**src/rtl/demux_sel_sequencer_if.sv**
```systemverilog
// Control/data bundle between a sequencer user and the demux sel sequencer.
//   start, stop, ch_en[3:0], data_in : user -> sequencer
//   data_out, sel[1:0], busy, frame_done, frame_cnt[FRAME_W-1:0] : sequencer -> user/demux
`timescale 1ns/1ps
interface demux_sel_sequencer_if #(
  parameter int unsigned FRAME_W = 8
);
  logic               start;
  logic               stop;
  logic [3:0]         ch_en;
  logic               data_in;
  logic               data_out;
  logic [1:0]         sel;
  logic               busy;
  logic               frame_done;
  logic [FRAME_W-1:0] frame_cnt;

  modport master (
    output start, stop, ch_en, data_in,
    input  data_out, sel, busy, frame_done, frame_cnt
  );

  modport slave (
    input  start, stop, ch_en, data_in,
    output data_out, sel, busy, frame_done, frame_cnt
  );
endinterface

```
**src/rtl/demux_sel_sequencer.sv**
```systemverilog
// Round-robin sel/data driver for a 4-way 1-bit demux. Each enabled channel is
// held for DWELL cycles; a wrap back to the lowest enabled channel is a frame.
//   clk, rst : rising-edge clock, synchronous active-high reset
//   bus      : slave side of demux_sel_sequencer_if (start/stop/ch_en/data_in in,
//              registered data_out/sel/busy/frame_done/frame_cnt out)
`timescale 1ns/1ps
module demux_sel_sequencer #(
  parameter int unsigned DWELL   = 4,
  parameter int unsigned CNT_W   = 4,
  parameter int unsigned FRAME_W = 8
) (
  input  logic                  clk,
  input  logic                  rst,
  demux_sel_sequencer_if.slave  bus
);

  typedef enum logic {IDLE = 1'b0, RUN = 1'b1} state_t;

  localparam logic [CNT_W-1:0] DWELL_LAST = CNT_W'(DWELL - 1);

  state_t             state_q;
  logic [1:0]         sel_q;
  logic               data_out_q;
  logic               busy_q;
  logic               frame_done_q;
  logic [FRAME_W-1:0] frame_cnt_q;
  logic [CNT_W-1:0]   cnt_q;
  logic               stop_pend_q;

  logic [1:0]         lowest_ch;
  logic [1:0]         next_up_ch;
  logic               has_up;

  // Lowest enabled channel, and nearest enabled channel above the current sel.
  // Scanning downward leaves the smallest match in each result.
  always_comb begin
    lowest_ch  = 2'd0;
    next_up_ch = 2'd0;
    has_up     = 1'b0;
    for (int i = 3; i >= 0; i--) begin
      if (bus.ch_en[i]) begin
        lowest_ch = 2'(i);
        if (2'(i) > sel_q) begin
          next_up_ch = 2'(i);
          has_up     = 1'b1;
        end
      end
    end
  end

  // Sequencer FSM with all outputs registered.
  always_ff @(posedge clk) begin
    if (rst) begin
      state_q      <= IDLE;
      sel_q        <= 2'd0;
      data_out_q   <= 1'b0;
      busy_q       <= 1'b0;
      frame_done_q <= 1'b0;
      frame_cnt_q  <= '0;
      cnt_q        <= '0;
      stop_pend_q  <= 1'b0;
    end else begin
      case (state_q)
        IDLE: begin
          sel_q        <= 2'd0;
          data_out_q   <= 1'b0;
          busy_q       <= 1'b0;
          frame_done_q <= 1'b0;
          cnt_q        <= '0;
          stop_pend_q  <= 1'b0;
          // stop beats start; an empty mask is not a valid launch
          if (bus.start && !bus.stop && (bus.ch_en != 4'd0)) begin
            state_q <= RUN;
            sel_q   <= lowest_ch;
            busy_q  <= 1'b1;
          end
        end

        RUN: begin
          data_out_q   <= bus.data_in;
          frame_done_q <= 1'b0;
          if (bus.stop) begin
            stop_pend_q <= 1'b1;
          end
          if (cnt_q == DWELL_LAST) begin
            cnt_q <= '0;
            if (bus.ch_en == 4'd0) begin
              // nothing left to serve: leave without counting a frame
              state_q     <= IDLE;
              sel_q       <= 2'd0;
              data_out_q  <= 1'b0;
              busy_q      <= 1'b0;
              stop_pend_q <= 1'b0;
            end else begin
              if (has_up) begin
                sel_q <= next_up_ch;
              end else begin
                sel_q        <= lowest_ch;
                frame_done_q <= 1'b1;
                frame_cnt_q  <= frame_cnt_q + FRAME_W'(1);
              end
              // a stop seen during this dwell (including its last cycle) ends here;
              // a coincident wrap still reports its frame
              if (stop_pend_q || bus.stop) begin
                state_q     <= IDLE;
                sel_q       <= 2'd0;
                data_out_q  <= 1'b0;
                busy_q      <= 1'b0;
                stop_pend_q <= 1'b0;
              end
            end
          end else begin
            cnt_q <= cnt_q + CNT_W'(1);
          end
        end
      endcase
    end
  end

  assign bus.data_out   = data_out_q;
  assign bus.sel        = sel_q;
  assign bus.busy       = busy_q;
  assign bus.frame_done = frame_done_q;
  assign bus.frame_cnt  = frame_cnt_q;

endmodule

```
**src/flat_wrapper.sv**
```systemverilog
// flat-port wrapper written by rule: the top's interface ports become plain ports
module demux_sel_sequencer_flat 
#(
  parameter int unsigned DWELL   = 4,
  parameter int unsigned CNT_W   = 4,
  parameter int unsigned FRAME_W = 8
)
  (clk, rst, bus_start, bus_stop, bus_ch_en, bus_data_in, bus_data_out, bus_sel, bus_busy, bus_frame_done, bus_frame_cnt);
  demux_sel_sequencer_if #(.FRAME_W(FRAME_W)) bus_i ();
  input  logic clk;
  input  logic rst;
  input wire logic [$bits(bus_i.start)-1:0] bus_start;
  input wire logic [$bits(bus_i.stop)-1:0] bus_stop;
  input wire logic [$bits(bus_i.ch_en)-1:0] bus_ch_en;
  input wire logic [$bits(bus_i.data_in)-1:0] bus_data_in;
  output wire logic [$bits(bus_i.data_out)-1:0] bus_data_out;
  output wire logic [$bits(bus_i.sel)-1:0] bus_sel;
  output wire logic [$bits(bus_i.busy)-1:0] bus_busy;
  output wire logic [$bits(bus_i.frame_done)-1:0] bus_frame_done;
  output wire logic [$bits(bus_i.frame_cnt)-1:0] bus_frame_cnt;
  assign bus_i.start = bus_start;
  assign bus_i.stop = bus_stop;
  assign bus_i.ch_en = bus_ch_en;
  assign bus_i.data_in = bus_data_in;
  assign bus_data_out = bus_i.data_out;
  assign bus_sel = bus_i.sel;
  assign bus_busy = bus_i.busy;
  assign bus_frame_done = bus_i.frame_done;
  assign bus_frame_cnt = bus_i.frame_cnt;
  demux_sel_sequencer #(.DWELL(DWELL), .CNT_W(CNT_W), .FRAME_W(FRAME_W)) u_core (.clk(clk), .rst(rst), .bus(bus_i));
endmodule
```
**config.mk**
```make
export PLATFORM = sky130hd
export DESIGN_NAME = demux_sel_sequencer_flat
export DESIGN_NICKNAME = d
export VERILOG_FILES = /design/src/rtl/demux_sel_sequencer_if.sv /design/src/rtl/demux_sel_sequencer.sv /design/src/flat_wrapper.sv
export SDC_FILE = /design/constraint.sdc
export NUM_CORES = 1
export LEC_CHECK = 0
export CAP_MARGIN = 20
export CELL_PAD_IN_SITES_DETAIL_PLACEMENT = 1
export CELL_PAD_IN_SITES_GLOBAL_PLACEMENT = 1
export CORE_ASPECT_RATIO = 0.5
export CORE_UTILIZATION = 25
export DETAILED_ROUTE_END_ITERATION = 16
export GPL_TIMING_DRIVEN = 1
export PLACE_DENSITY_LB_ADDON = 0.05
export SLEW_MARGIN = 20
export SYNTH_ARGS = -nofsm -noshare
export SYNTH_HDL_FRONTEND = slang
export SYNTH_SLANG_ARGS = --single-unit
```
**constraint.sdc**
```tcl
create_clock -name clk -period 1.65 [get_ports clk]
set_input_delay 0.33 -clock clk [delete_from_list [all_inputs] [get_ports clk]]
set_output_delay 0.33 -clock clk [all_outputs]
set_load 0.01 [all_outputs]
```
# Word level (Yosys, flattened, before mapping)
# Cells that the tools add are included.
# W data, S select, Z words.
# totals
reg_bits	19
# classes
n_lt_le_gt_ge	4
n_reduce_logical	8
mux	50
n_bitwise	3
n_addsub	2
n_eq_ne	3
# ops
cell	n
$mux W2	17
$mux W1	25
$pmux W1 S2	5
$add A8 B1 Y8 const B	1
$pmux W4 S2	1
$add A4 B1 Y4 const B	1
$eq A4 B2 Y1 const B	1
$gt A1 B2 Y1 const A	2
$gt A2 B2 Y1 const A	2
$logic_not A4 Y1	1
$mux W4	1
$pmux W2 S2	1
$reduce_and A4 Y1	1
$reduce_bool A4 Y1	1
$ne A3 B3 Y1 const B	1
$not A1 Y1	3
$logic_and A1 B1 Y1	2
$ne A2 B2 Y1 const B	1
$reduce_and A2 Y1	1
$logic_not A1 Y1	1
$logic_or A1 B1 Y1	1

# Logic depth before layout (Yosys ltp)
# Gate-level depths: netlist (run 1).
# logic_depth
ltp_word	14
ltp_mapped	6
mapped_depth_nobuf	5

# Worst setup path after synthesis (run 1)
# No wires, ideal clock.
# synth_path
path_type	reg-to-reg
from	register u_core.sel_q[1] (netlist: u_core.bus.sel[1])
to	register u_core.frame_cnt_q[5] (netlist: u_core.bus.frame_cnt[5])
stages_incl_launch_ff	6
arrival_time_ps	1446
setup_slack_ps	83
setup_time_ps	121
cell_sequence	dfxtp_1 > nand2b_4 > a21oi_2 > buf_6 > nor4_1 > mux2_2
# synth_via
elab_chain_cells	11
word_cells_on_any_way	14
# synth_rtl
element	line	source
start: declaration	demux_sel_sequencer.sv:22	logic [1:0] sel_q;
start signal: assignment	demux_sel_sequencer.sv:74	sel_q <= lowest_ch;
start signal: assignment	demux_sel_sequencer.sv:96	sel_q <= next_up_ch;
start signal: assignment	demux_sel_sequencer.sv:98	sel_q <= lowest_ch;
$gt A2 B2 Y1	demux_sel_sequencer.sv:43	if (2'(i) > sel_q) begin
$mux W1	demux_sel_sequencer.sv:43	
$mux W1	demux_sel_sequencer.sv:41	if (bus.ch_en[i]) begin
$mux W1	demux_sel_sequencer.sv:43	
$mux W1	demux_sel_sequencer.sv:41	
$mux W1	demux_sel_sequencer.sv:43	
$mux W1	demux_sel_sequencer.sv:41	
$mux W1	demux_sel_sequencer.sv:43	
$mux W1 *	demux_sel_sequencer.sv:41	
$not A1 Y1 (no source line) *	n/a	
$reduce_and A4 Y1 (no source line) *	n/a	
end signal: assignment	demux_sel_sequencer.sv:100	frame_cnt_q <= frame_cnt_q + FRAME_W'(1);
end: declaration	demux_sel_sequencer.sv:26	logic [FRAME_W-1:0] frame_cnt_q;
# Every way passes the cells marked *; elsewhere a longest branch is shown, timed or not.
# A chain may end at the register's enable or synchronous reset.

# Final worst setup path (run 1)
# layout_path
from	input port bus_start
to	register u_core.sel_q[1] (netlist: u_core.bus.sel[1])
# layout_via
elab_chain_cells	4
# layout_rtl
element	line	source
start: declaration	flat_wrapper.sv:12	input wire logic [$bits(bus_i.start)-1:0] bus_start;
$logic_and A1 B1 Y1 (2 in series)	demux_sel_sequencer.sv:72	if (bus.start && !bus.stop && (bus.ch_en != 4'd0)) begin
$mux W2	demux_sel_sequencer.sv:72	
$pmux W2 S2	demux_sel_sequencer.sv:63	case (state_q)
# Every way passes these cells.

==> metrics.csv, run 1 <==
stage,metric,value,unit
run_status,status,"complete, no violations",
worst_setup_path,worst-path maximum fanout,3,
clock_network,CTS sink cnt,19,
worst_setup_path,crit-path max cell delay,0.44,ns
route,wire per inst,13.3,um
clock_network,H-tree Lvls,1,
placed_design,Final GP Congestion,0.732,
timing,min Tclk post-route,1.60,ns
timing,Hold Slack,0.500,ns
timing,Slew Limit Headroom,71.5,%
pwr,share of total power in sequential cells,47.0,%
synthesis,largest family of logic cells by synthesized area,simple AND/OR/NAND/NOR gates,
worst_setup_path,kind of cell adding the most delay to the critical path,simple AND/OR/NAND/NOR gates,
pwr,cell internal pwr,751,uW
worst_setup_path,WP data required,1.81,ns
timing,Max Clk Rate,624,MHz
cells_and_area,Nets,168,
synthesis,post-synthesis cell count,112,
synthesis,Synth Net Count,123,
worst_setup_path,worst-path cell chain,"clkdlybuf4s50_1, or3b_1, or3_1, a311oi_1",
synthesis,Syn Area/Cell,9.34,um2
floorplanning,die height,47.7,um
worst_setup_path,Crit Path Class,input pin to flip-flop,
synthesis,post-synthesis simple-gate area fraction,34.3,%
synthesis,count of flip-flops with a built-in enable after synthesis,0,
route,DRT iter0 DRCs,11,
clock_network,cts-stage hold buffer count,0,
clock_network,root buf cell,clkbuf_8,
pwr,share of power burned in the clock network,31.4,%
floorplanning,Die Span X,93.5,um
synthesis,Ys Warns,0,
synthesis,post-synthesis register bit count,19,
placed_design,PortBufs,21,
route,Via density,4.68,
global_routing,number of global-route vias before repair,876,
cells_and_area,Layout Utilization,41.0,%
route,top routing layer in use,met3,
pwr,IR Drop Worst-Case VDD,0.310,mV
clock_network,Skew-Pair Late Insertion Delay,0.25,ns
worst_setup_path,Critical Path End Type,flip-flop,
global_routing,initial antenna violation count,0,
synthesis,post-synthesis sequential area ratio,36.4,%
placed_design,hpwl dp,2.01,mm
floorplanning,die area,4460,um2
run,max_cap viols,0,
worst_setup_path,Worst Path Buf+Inv,1,
synthesis,library cells used by synthesis,44,
synthesis,"Cell Area, Synth",1050,um2
worst_setup_path,crit path DAT,1.76,ns
route,drc violations,0,
global_routing,total grt overflow,0,
worst_setup_path,CP max-delay cell,clkdlybuf4s50_1,
cells_and_area,most frequent cells in the layout,"buf_4 (21), clkdlybuf4s50_1 (16), dfxtp_1 (13), nor2_1 (9)",
cells_and_area,area delta synth->final,55.5,%
synthesis,Synth Area in Compound Gates,13.8,%
route,antenna-violating nets left,0,
worst_setup_path,crit start category,input pin,
pwr,PD cells,634,nW/um2
timing,Worst Tran Pin Value,0.427,ns
floorplanning,row cnt,16,
cells_and_area,final instance area,1630,um2
route,drt total wl,2.79,mm
pwr,sw frac,27.1,%
floorplanning,core area,3960,um2
pwr,combinational share of power,21.6,%
route,Detail Route met3 WL,91,um
timing,Hold Fails Final Rpt,0,
route,DRT Pass-1 Iters,3,
global_routing,overall routing resource usage,12.4,%
synthesis,adder-cell share of the synthesized area,2.39,%
synthesis,Synth async-reset ratio,0,%
clock_network,clock transition at the registers of the reported paths,0.07,ns
pwr,leakage power,0.000622,uW
clock_network,CTS tree,yes,
synthesis,Most used DFF post-synth,dfxtp_1,
placed_design,placed instance area,1460,um2
floorplanning,starting density of the core,26.4,%
floorplanning,I/O pins,22,
route,via count of the routed design,983,
timing,final count of pins violating max slew,0,
pwr,P_sw,280,uW
route,WL met2,1.20,mm
global_routing,first-pass GRT wire length,4.17,mm
timing,Clock Skew,0.00636,ns
timing,fin crit share,97.1,%
min_path,worst hold path type,flip-flop to flip-flop,
cells_and_area,share of layout cells above drive strength 1,35.3,%
clock_network,CTS buffer count,3,
synthesis,post-synthesis xor/xnor area fraction,1.67,%
cells_and_area,"most common cell after layout, fill and taps aside",buf_4,
global_routing,largest net degree at the start of global routing,25,
synthesis,mux share of post-synthesis cell area,5.26,%
cells_and_area,n_diodes,0,
clock_network,CTS max path bufs,2,
route,M1 WL,1.50,mm
timing,setup violators final,0,
==> final timing paths <==
path | startpoint | endpoint | slack [ns] | cells after the start
max | bus_start | u_core.bus.sel[1]$_SDFFE_PP0P_ | 0.05 | 4
min | u_core.bus.busy$_SDFFE_PP0P_ | u_core.bus.busy$_SDFFE_PP0P_ | 0.50 | 2
max reg2reg | u_core.cnt_q[0]$_SDFF_PP0_ | u_core.bus.sel[0]$_SDFFE_PP0P_ | 0.10 | 7
min reg2reg | u_core.bus.busy$_SDFFE_PP0P_ | u_core.bus.busy$_SDFFE_PP0P_ | 0.50 | 2
==> cell families (layout without fill, tap and decap cells) <==
group | Yosys count | after routing
multiplexers | 5 | 5
AO/OA/AOI/OAI | 21 | 21
AND/OR/NAND/NOR | 55 | 55
flip-flops | 19 | 19
XOR/XNOR | 2 | 2
adder cells (fa/ha/maj) | 2 | 2
buffers and inverters | 8 | 52
==> cells in the mapped netlist (all sizes together), types with 4 or more instances <==
master,instances,share of area (%)
nand3,6,2.9
nand2b,4,3.1
nor2b,6,3.6
nor3,6,2.9
nor2,11,4.4
dfxtp,19,36
nor4,5,4.8
a21oi,8,4.2
mux2,4,4.3
==> state kept, by name, summed over array words and instances (netlist names) <==
name and cells:
u_core.bus.sel 2, u_core.stop_pend_q 1, u_core.cnt_q 4, u_core.state_q 1, u_core.bus.frame_cnt 8, u_core.bus.data_out 1
u_core.bus.busy 1, u_core.bus.frame_done 1
==> layout make-up <==
type | count | area [um2]
fillers | 466 | 2340
multi-input cells | 85 | 698
repair buffers | 45 | 417
clock buffers | 4 | 45.0
inverters | 3 | 11.3
well taps | 54 | 67.6
flip-flops and latches | 19 | 388
==> per-stage QoR <==
stage	TNS, ns	worst slack [ns]	total power [uW]	cells
after floorplan	0	0.0828	599	112
after global placement	-4.02	-0.349	700	204
after detailed placement	-4.56	-0.412	703	204
after CTS	-0.00194	-0.00194	1050	209
after global routing	-0.0320	-0.0320	1090	210
final	0	0.0483	1030	210
==> what timing repair did <==
action	in CTS	in global routing
pin swaps	5	2
endpoints found under the setup margin	14	14
setup buffers	1	1
gates resized for setup	15	13
==> worst min-delay path: stages, from the launching register on <==
cell and delay [ns]:
dfxtp_1 0.32, o21ai_0 0.07, a21oi_1 0.07
==> power by group through the flow <==
stage	registers, uW	logic (uW)	clock network, uW
finish	485	223	323
detailed placement	494	209	0
CTS	484	219	345
global route	487	244	358
floorplan	495	103	0
global placement	493	208	0
==> routing by layer <==
metal	track usage, %	vias up
met3	3.81	0
li1	-	502
met1	17.0	468
met4	0.923	0
met2	20.1	13
met5	0	-
Power figures use the tool's default switching activity.
==> run 2: changes to the inputs <==
--- a/config.mk
+++ b/config.mk
@@ -9,10 +9,12 @@
 export CELL_PAD_IN_SITES_DETAIL_PLACEMENT = 1
 export CELL_PAD_IN_SITES_GLOBAL_PLACEMENT = 1
 export CORE_ASPECT_RATIO = 0.5
+export CORE_MARGIN = 5
 export CORE_UTILIZATION = 25
 export DETAILED_ROUTE_END_ITERATION = 16
 export GPL_TIMING_DRIVEN = 1
 export PLACE_DENSITY_LB_ADDON = 0.05
+export RECOVER_POWER = 25
 export SLEW_MARGIN = 20
 export SYNTH_ARGS = -nofsm -noshare
 export SYNTH_HDL_FRONTEND = slang
==> metrics.csv, run 2 (synthesis results as in run 1) <==
stage,metric,value,unit
run_status,status,"complete, no violations",
floorplanning,starting density of the core,26.4,%
clock_network,CTS sink cnt,19,
clock_network,CTS max path bufs,2,
global_routing,number of global-route vias before repair,1067,
cells_and_area,n_diodes,0,
timing,fin crit share,96.9,%
floorplanning,die height,55.7,um
route,via count of the routed design,979,
timing,setup violators final,0,
clock_network,CTS buffer count,3,
min_path,worst hold endpoint,u_core.bus.busy$_SDFFE_PP0P_,
clock_network,CTS tree,yes,
route,antenna-violating nets left,0,
floorplanning,Die Span X,101,um
clock_network,root buf cell,clkbuf_8,
pwr,PD cells,637,nW/um2
worst_setup_path,crit start category,input pin,
min_path,Hold Path Stages,2,
global_routing,first-pass GRT wire length,5.03,mm
timing,setup ws final,0.0506,ns
run,max_cap viols,0,
pwr,leakage power,0.000614,uW
clock_network,clock transition at the registers of the reported paths,0.07,ns
worst_setup_path,Crit Path Class,input pin to flip-flop,
global_routing,total grt overflow,0,
clock_network,Skew-Pair Late Insertion Delay,0.25,ns
timing,Clock Skew,0.00165,ns
clock_network,cts-stage hold buffer count,0,
timing,final count of pins violating max slew,0,
route,DRT iter0 DRCs,18,
route,DRT Pass-1 Iters,2,
placed_design,dpl ws,-0.392,ns
worst_setup_path,worst-path maximum fanout,3,
placed_design,PortBufs,21,
global_routing,overall routing resource usage,11.1,%
floorplanning,row cnt,16,
route,drc violations,0,
route,Via density,4.66,
global_routing,largest net degree at the start of global routing,25,
floorplanning,die area,5660,um2
cells_and_area,Layout Utilization,41.1,%
cells_and_area,share of layout cells above drive strength 1,35.3,%
worst_setup_path,worst r2r dst,u_core.bus.frame_cnt[5]$_SDFFE_PP0P_,
worst_setup_path,Critical Path End Type,flip-flop,
worst_setup_path,R2R Setup Slk,0.05,ns
worst_setup_path,worst r2r src,u_core.cnt_q[0]$_SDFF_PP0_,
placed_design,cell count after placement,202,
worst_setup_path,WP data required,1.81,ns
cells_and_area,area of the multi-input gates,703,um2
timing,min Tclk post-route,1.60,ns
timing,Hold Fails Final Rpt,0,
cells_and_area,"non-filler cells, final",210,
floorplanning,core area,3960,um2
cells_and_area,most frequent cells in the layout,"buf_4 (21), clkdlybuf4s50_1 (14), dfxtp_1 (13), nor2_1 (9)",
worst_setup_path,crit path DAT,1.76,ns
min_path,worst hold path type,flip-flop to flip-flop,
cells_and_area,# fillers,462,
cells_and_area,Nets,168,
placed_design,hpwl dp,2.15,mm
cells_and_area,sequential cell area,388,um2
timing,Max Clk Rate,625,MHz
clock_network,H-tree Lvls,1,
route,drt total wl,2.91,mm
cells_and_area,area delta synth->final,55.7,%
timing,Slew Limit Headroom,71.1,%
pwr,IR Drop Worst-Case VDD,0.258,mV
timing,Worst Tran Pin Value,0.433,ns
min_path,worst hold path startpoint,u_core.bus.busy$_SDFFE_PP0P_,
placed_design,Final GP Congestion,0.700,
worst_setup_path,reg2reg path depth,6,
cells_and_area,Largest register FFs,8,
route,wire per inst,13.8,um
floorplanning,I/O pins,22,
cells_and_area,"most common cell after layout, fill and taps aside",buf_4,
global_routing,initial antenna violation count,0,
==> run 2: worst max path at each step <==
stage	depth (start not counted)	endpoint	from	slack, ns
floorplan	5	u_core.bus.frame_cnt[5]$_SDFFE_PP0P_	u_core.bus.sel[1]$_SDFFE_PP0P_	0.08
global placement	5	u_core.bus.frame_cnt[5]$_SDFFE_PP0P_	bus_ch_en[3]	-0.35
detailed placement	5	u_core.bus.frame_cnt[5]$_SDFFE_PP0P_	bus_ch_en[3]	-0.39
CTS	5	u_core.bus.frame_cnt[5]$_SDFFE_PP0P_	u_core.cnt_q[0]$_SDFF_PP0_	0.003
global route	6	u_core.bus.frame_cnt[5]$_SDFFE_PP0P_	u_core.cnt_q[0]$_SDFF_PP0_	-0.006
finish	4	u_core.bus.sel[1]$_SDFFE_PP0P_	bus_start	0.05
==> run 2: cell type report <==
class                           instances  area share (%)
Clock buffer                            4            2.76
Inverter                                3           0.691
Multi-Input combinational cell         85            43.2
Sequential cell                        19            23.8
Tap cell                               54            4.15
Timing Repair Buffer                   45            25.4
==> run 2: through the flow <==
stage | power [uW] | hold slack [ns] | setup TNS (ns) | cell area [um2]
CTS | 1040 | 0.494 | 0 | 1530
global route | 1110 | 0.528 | -0.00780 | 1630
detailed placement | 701 | 0.479 | -4.40 | 1450
finish | 1040 | 0.493 | 0 | 1630
floorplan | 599 | 0.428 | 0 | 1050
global placement | 698 | 0.477 | -3.99 | 1450
==> run 2: report_power, final <==
part           internal, uW  switching (uW)
Clock                   172             152
Combinational           111             119
Sequential              473            12.5
Total                   755             284
==> run 2: critical path, stage by stage <==
cell	delay (ns)
clkdlybuf4s50_1	0.44
or3b_4	0.39
or3_1	0.33
a311oi_2	0.27
==> run 2: routing by layer <==
layer / track usage [%] / vias to the layer above / part of all wire, %
li1: - / 500 / -
met1: 14.6 / 464 / 51
met2: 17.9 / 13 / 45
met3: 3.63 / 2 / 3.8
met4: 1.70 / 0 / 0.34
met5: 0 / - / 0
==> run 2: timing repair <==
item                       CTS  global route
setup endpoints to repair   14            14
pin swaps                    5             2
gates resized for setup     12            17
setup buffers                1             3
==> run 3: changes to the inputs <==
--- a/config.mk
+++ b/config.mk
@@ -5,12 +5,14 @@
 export SDC_FILE = /design/constraint.sdc
 export NUM_CORES = 1
 export LEC_CHECK = 0
+export ABC_AREA = 1
 export CAP_MARGIN = 20
 export CELL_PAD_IN_SITES_DETAIL_PLACEMENT = 1
 export CELL_PAD_IN_SITES_GLOBAL_PLACEMENT = 1
 export CORE_ASPECT_RATIO = 0.5
 export CORE_MARGIN = 5
 export CORE_UTILIZATION = 25
+export CTS_BUF_LIST = sky130_fd_sc_hd__clkbuf_8
 export DETAILED_ROUTE_END_ITERATION = 16
 export GPL_TIMING_DRIVEN = 1
 export PLACE_DENSITY_LB_ADDON = 0.05
==> metrics.csv, run 3 <==
stage,metric,value,unit
timing,Worst Tran Pin Value,0.247,ns
worst_setup_path,worst r2r src,u_core.cnt_q[0]$_SDFF_PP0_,
cells_and_area,# fillers,494,
timing,fin crit share,96.2,%
cells_and_area,Layout Utilization,35.1,%
timing,Max Clk Rate,630,MHz
worst_setup_path,Crit Path Class,flip-flop to output pin,
global_routing,initial antenna violation count,0,
min_path,worst hold path startpoint,u_core.cnt_q[0]$_SDFF_PP0_,
route,drt total wl,2.58,mm
clock_network,CTS buffer count,3,
route,drc violations,0,
floorplanning,die area,5630,um2
timing,final count of pins violating max slew,0,
synthesis,count of flip-flops with a built-in enable after synthesis,0,
floorplanning,die height,55.6,um
floorplanning,I/O pins,22,
cells_and_area,Nets,185,
route,antenna-violating nets left,0,
synthesis,synth top area cells,"dfxtp_1 (37%), nand2_1 (15%), nor2_1 (6.9%)",
clock_network,H-tree Lvls,1,
min_path,worst hold path type,flip-flop to flip-flop,
placed_design,PortBufs,21,
worst_setup_path,WP data required,1.32,ns
synthesis,Most used DFF post-synth,dfxtp_1,
synthesis,post-synthesis simple-gate area fraction,40.1,%
synthesis,Ys Warns,0,
worst_setup_path,crit start category,flip-flop,
worst_setup_path,crit-path max cell delay,0.58,ns
worst_setup_path,critical path startpoint,u_core.bus.frame_cnt[5]$_SDFFE_PP0P_,
worst_setup_path,kind of cell adding the most delay to the critical path,buffers and inverters,
synthesis,Synth Net Count,156,
cells_and_area,"non-filler cells, final",227,
run,max_cap viols,0,
floorplanning,row cnt,16,
cells_and_area,"most common cell after layout, fill and taps aside",nand2_1,
synthesis,mux share of post-synthesis cell area,0,%
placed_design,cell count after placement,223,
worst_setup_path,Critical Path End Type,output pin,
cells_and_area,most frequent cells in the layout,"nand2_1 (42), nor2_1 (20), clkdlybuf4s50_1 (20), inv_1 (15), dfxtp_1 (15)",
route,DRT iter0 DRCs,5,
global_routing,total grt overflow,0,
clock_network,clock transition at the registers of the reported paths,0.07,ns
synthesis,post-synthesis register bit count,19,
worst_setup_path,R2R Setup Slk,0.23,ns
timing,Slew Limit Headroom,83.5,%
placed_design,Final GP Congestion,0.721,
synthesis,"Cell Area, Synth",1040,um2
synthesis,Synth async-reset ratio,0,%
worst_setup_path,crit path DAT,1.26,ns
synthesis,Yosys top cell area share,36.6,%
clock_network,root buf cell,clkbuf_8,
clock_network,CTS tree,yes,
route,via count of the routed design,966,
synthesis,"count leader, synth",nand2_1,
route,Via density,4.26,
synthesis,post-synthesis cell count,145,
timing,setup tns final,0,ns
clock_network,Skew-Pair Late Insertion Delay,0.25,ns
cells_and_area,Largest register FFs,8,
clock_network,CTS max path bufs,2,
synthesis,library cells used by synthesis,25,
timing,Hold Fails Final Rpt,0,
synthesis,cell taking the most area after synthesis,dfxtp_1,
route,wire per inst,11.4,um
worst_setup_path,CP max-delay cell,clkdlybuf4s50_1,
cells_and_area,share of layout cells above drive strength 1,20.2,%
floorplanning,starting density of the core,26.2,%
synthesis,Syn Area/Cell,7.17,um2
worst_setup_path,worst-path maximum fanout,6,
global_routing,overall routing resource usage,10.4,%
synthesis,post-synthesis sequential area ratio,36.6,%
pwr,IR Drop Worst-Case VDD,0.234,mV
pwr,leakage power,0.000616,uW
cells_and_area,area delta synth->final,33.7,%
timing,Hold Slack,0.455,ns
floorplanning,core area,3960,um2
global_routing,number of global-route vias before repair,1009,
global_routing,first-pass GRT wire length,4.61,mm
synthesis,post-synthesis xor/xnor area fraction,3.37,%
route,DRT Pass-1 Iters,3,
clock_network,CTS sink cnt,19,
pwr,PD cells,671,nW/um2
worst_setup_path,Worst Path Buf+Inv,1,
timing,Clock Skew,0.00156,ns
synthesis,Synth top cells by count,"nand2_1 (42), dfxtp_1 (19), nor2_1 (19)",
worst_setup_path,worst-path cell chain,clkdlybuf4s50_1,
run_status,status,"complete, no violations",
timing,min Tclk post-route,1.59,ns
cells_and_area,n_diodes,0,
synthesis,Synth Area in Compound Gates,10.2,%
timing,RSZ-0062 raised after global routing,false,
floorplanning,Die Span X,101,um
global_routing,largest net degree at the start of global routing,11,
synthesis,largest family of logic cells by synthesized area,simple AND/OR/NAND/NOR gates,
placed_design,hpwl dp,2.09,mm
clock_network,post-CTS setup buffers,0,
timing,setup violators final,0,
synthesis,adder-cell share of the synthesized area,2.41,%
## run 3: repair_timing
action                     CTS  global route
setup endpoints to repair    1             3
resized for setup            1             3
hold buffers                 0             0
## run 3: metal layers
| layer | track usage, % | vias to the layer above | share of wire (%) |
|---|---|---|---|
| li1 | - | 508 | - |
| met1 | 13.0 | 444 | 49 |
| met2 | 16.7 | 12 | 46 |
| met3 | 3.63 | 2 | 4.4 |
| met4 | 2.84 | 0 | 0.62 |
| met5 | 0 | - | 0 |
## run 3: worst paths after layout
path,cells past startpoint,endpoint
min,1,u_core.cnt_q[0]$_SDFF_PP0_
max,1,bus_frame_cnt[5]
min reg2reg,1,u_core.cnt_q[0]$_SDFF_PP0_
max reg2reg,7,u_core.bus.frame_cnt[4]$_SDFFE_PP0P_
## run 3: per-stage QoR
| step | total power, uW | setup slack [ns] | cell area (um2) |
|---|---|---|---|
| after detailed placement | 629 | -0.0299 | 1340 |
| after global routing | 992 | 0.0128 | 1390 |
| after global placement | 628 | -0.0348 | 1340 |
| after floorplan | 567 | 0.458 | 1040 |
| final | 933 | 0.0634 | 1390 |
| after CTS | 958 | 0.0190 | 1390 |
## run 3: layout make-up
cell class / count / area [um2] / share of cell area, %
multi-input cells: 106 / 581 / 41.8
flip-flops and latches: 19 / 385 / 27.7
repair buffers: 25 / 240 / 17.3
inverters: 19 / 71.3 / 5.13
well taps: 54 / 67.6 / 4.86
clock buffers: 3 / 41.3 / 2.97
clock inverters: 1 / 3.75 / 0.270
## run 3: power by group
| group | leakage (uW) | switching [uW] | total, uW | internal, uW |
|---|---|---|---|---|
| Combinational | 0.000434 | 71.5 | 132 | 60.5 |
| Sequential | 0.000156 | 11.0 | 482 | 471 |
| Clock | 0.0000269 | 154 | 319 | 165 |
| Total | 0.000616 | 236 | 933 | 697 |
## run 3: cell families (layout without fill, tap and decap cells)
family	after synthesis	count (layout)
flops	19	19
simple gates	84	84
fa+ha+maj	2	2
buf+inv	20	48
xor+xnor	4	4
compound gates	16	16
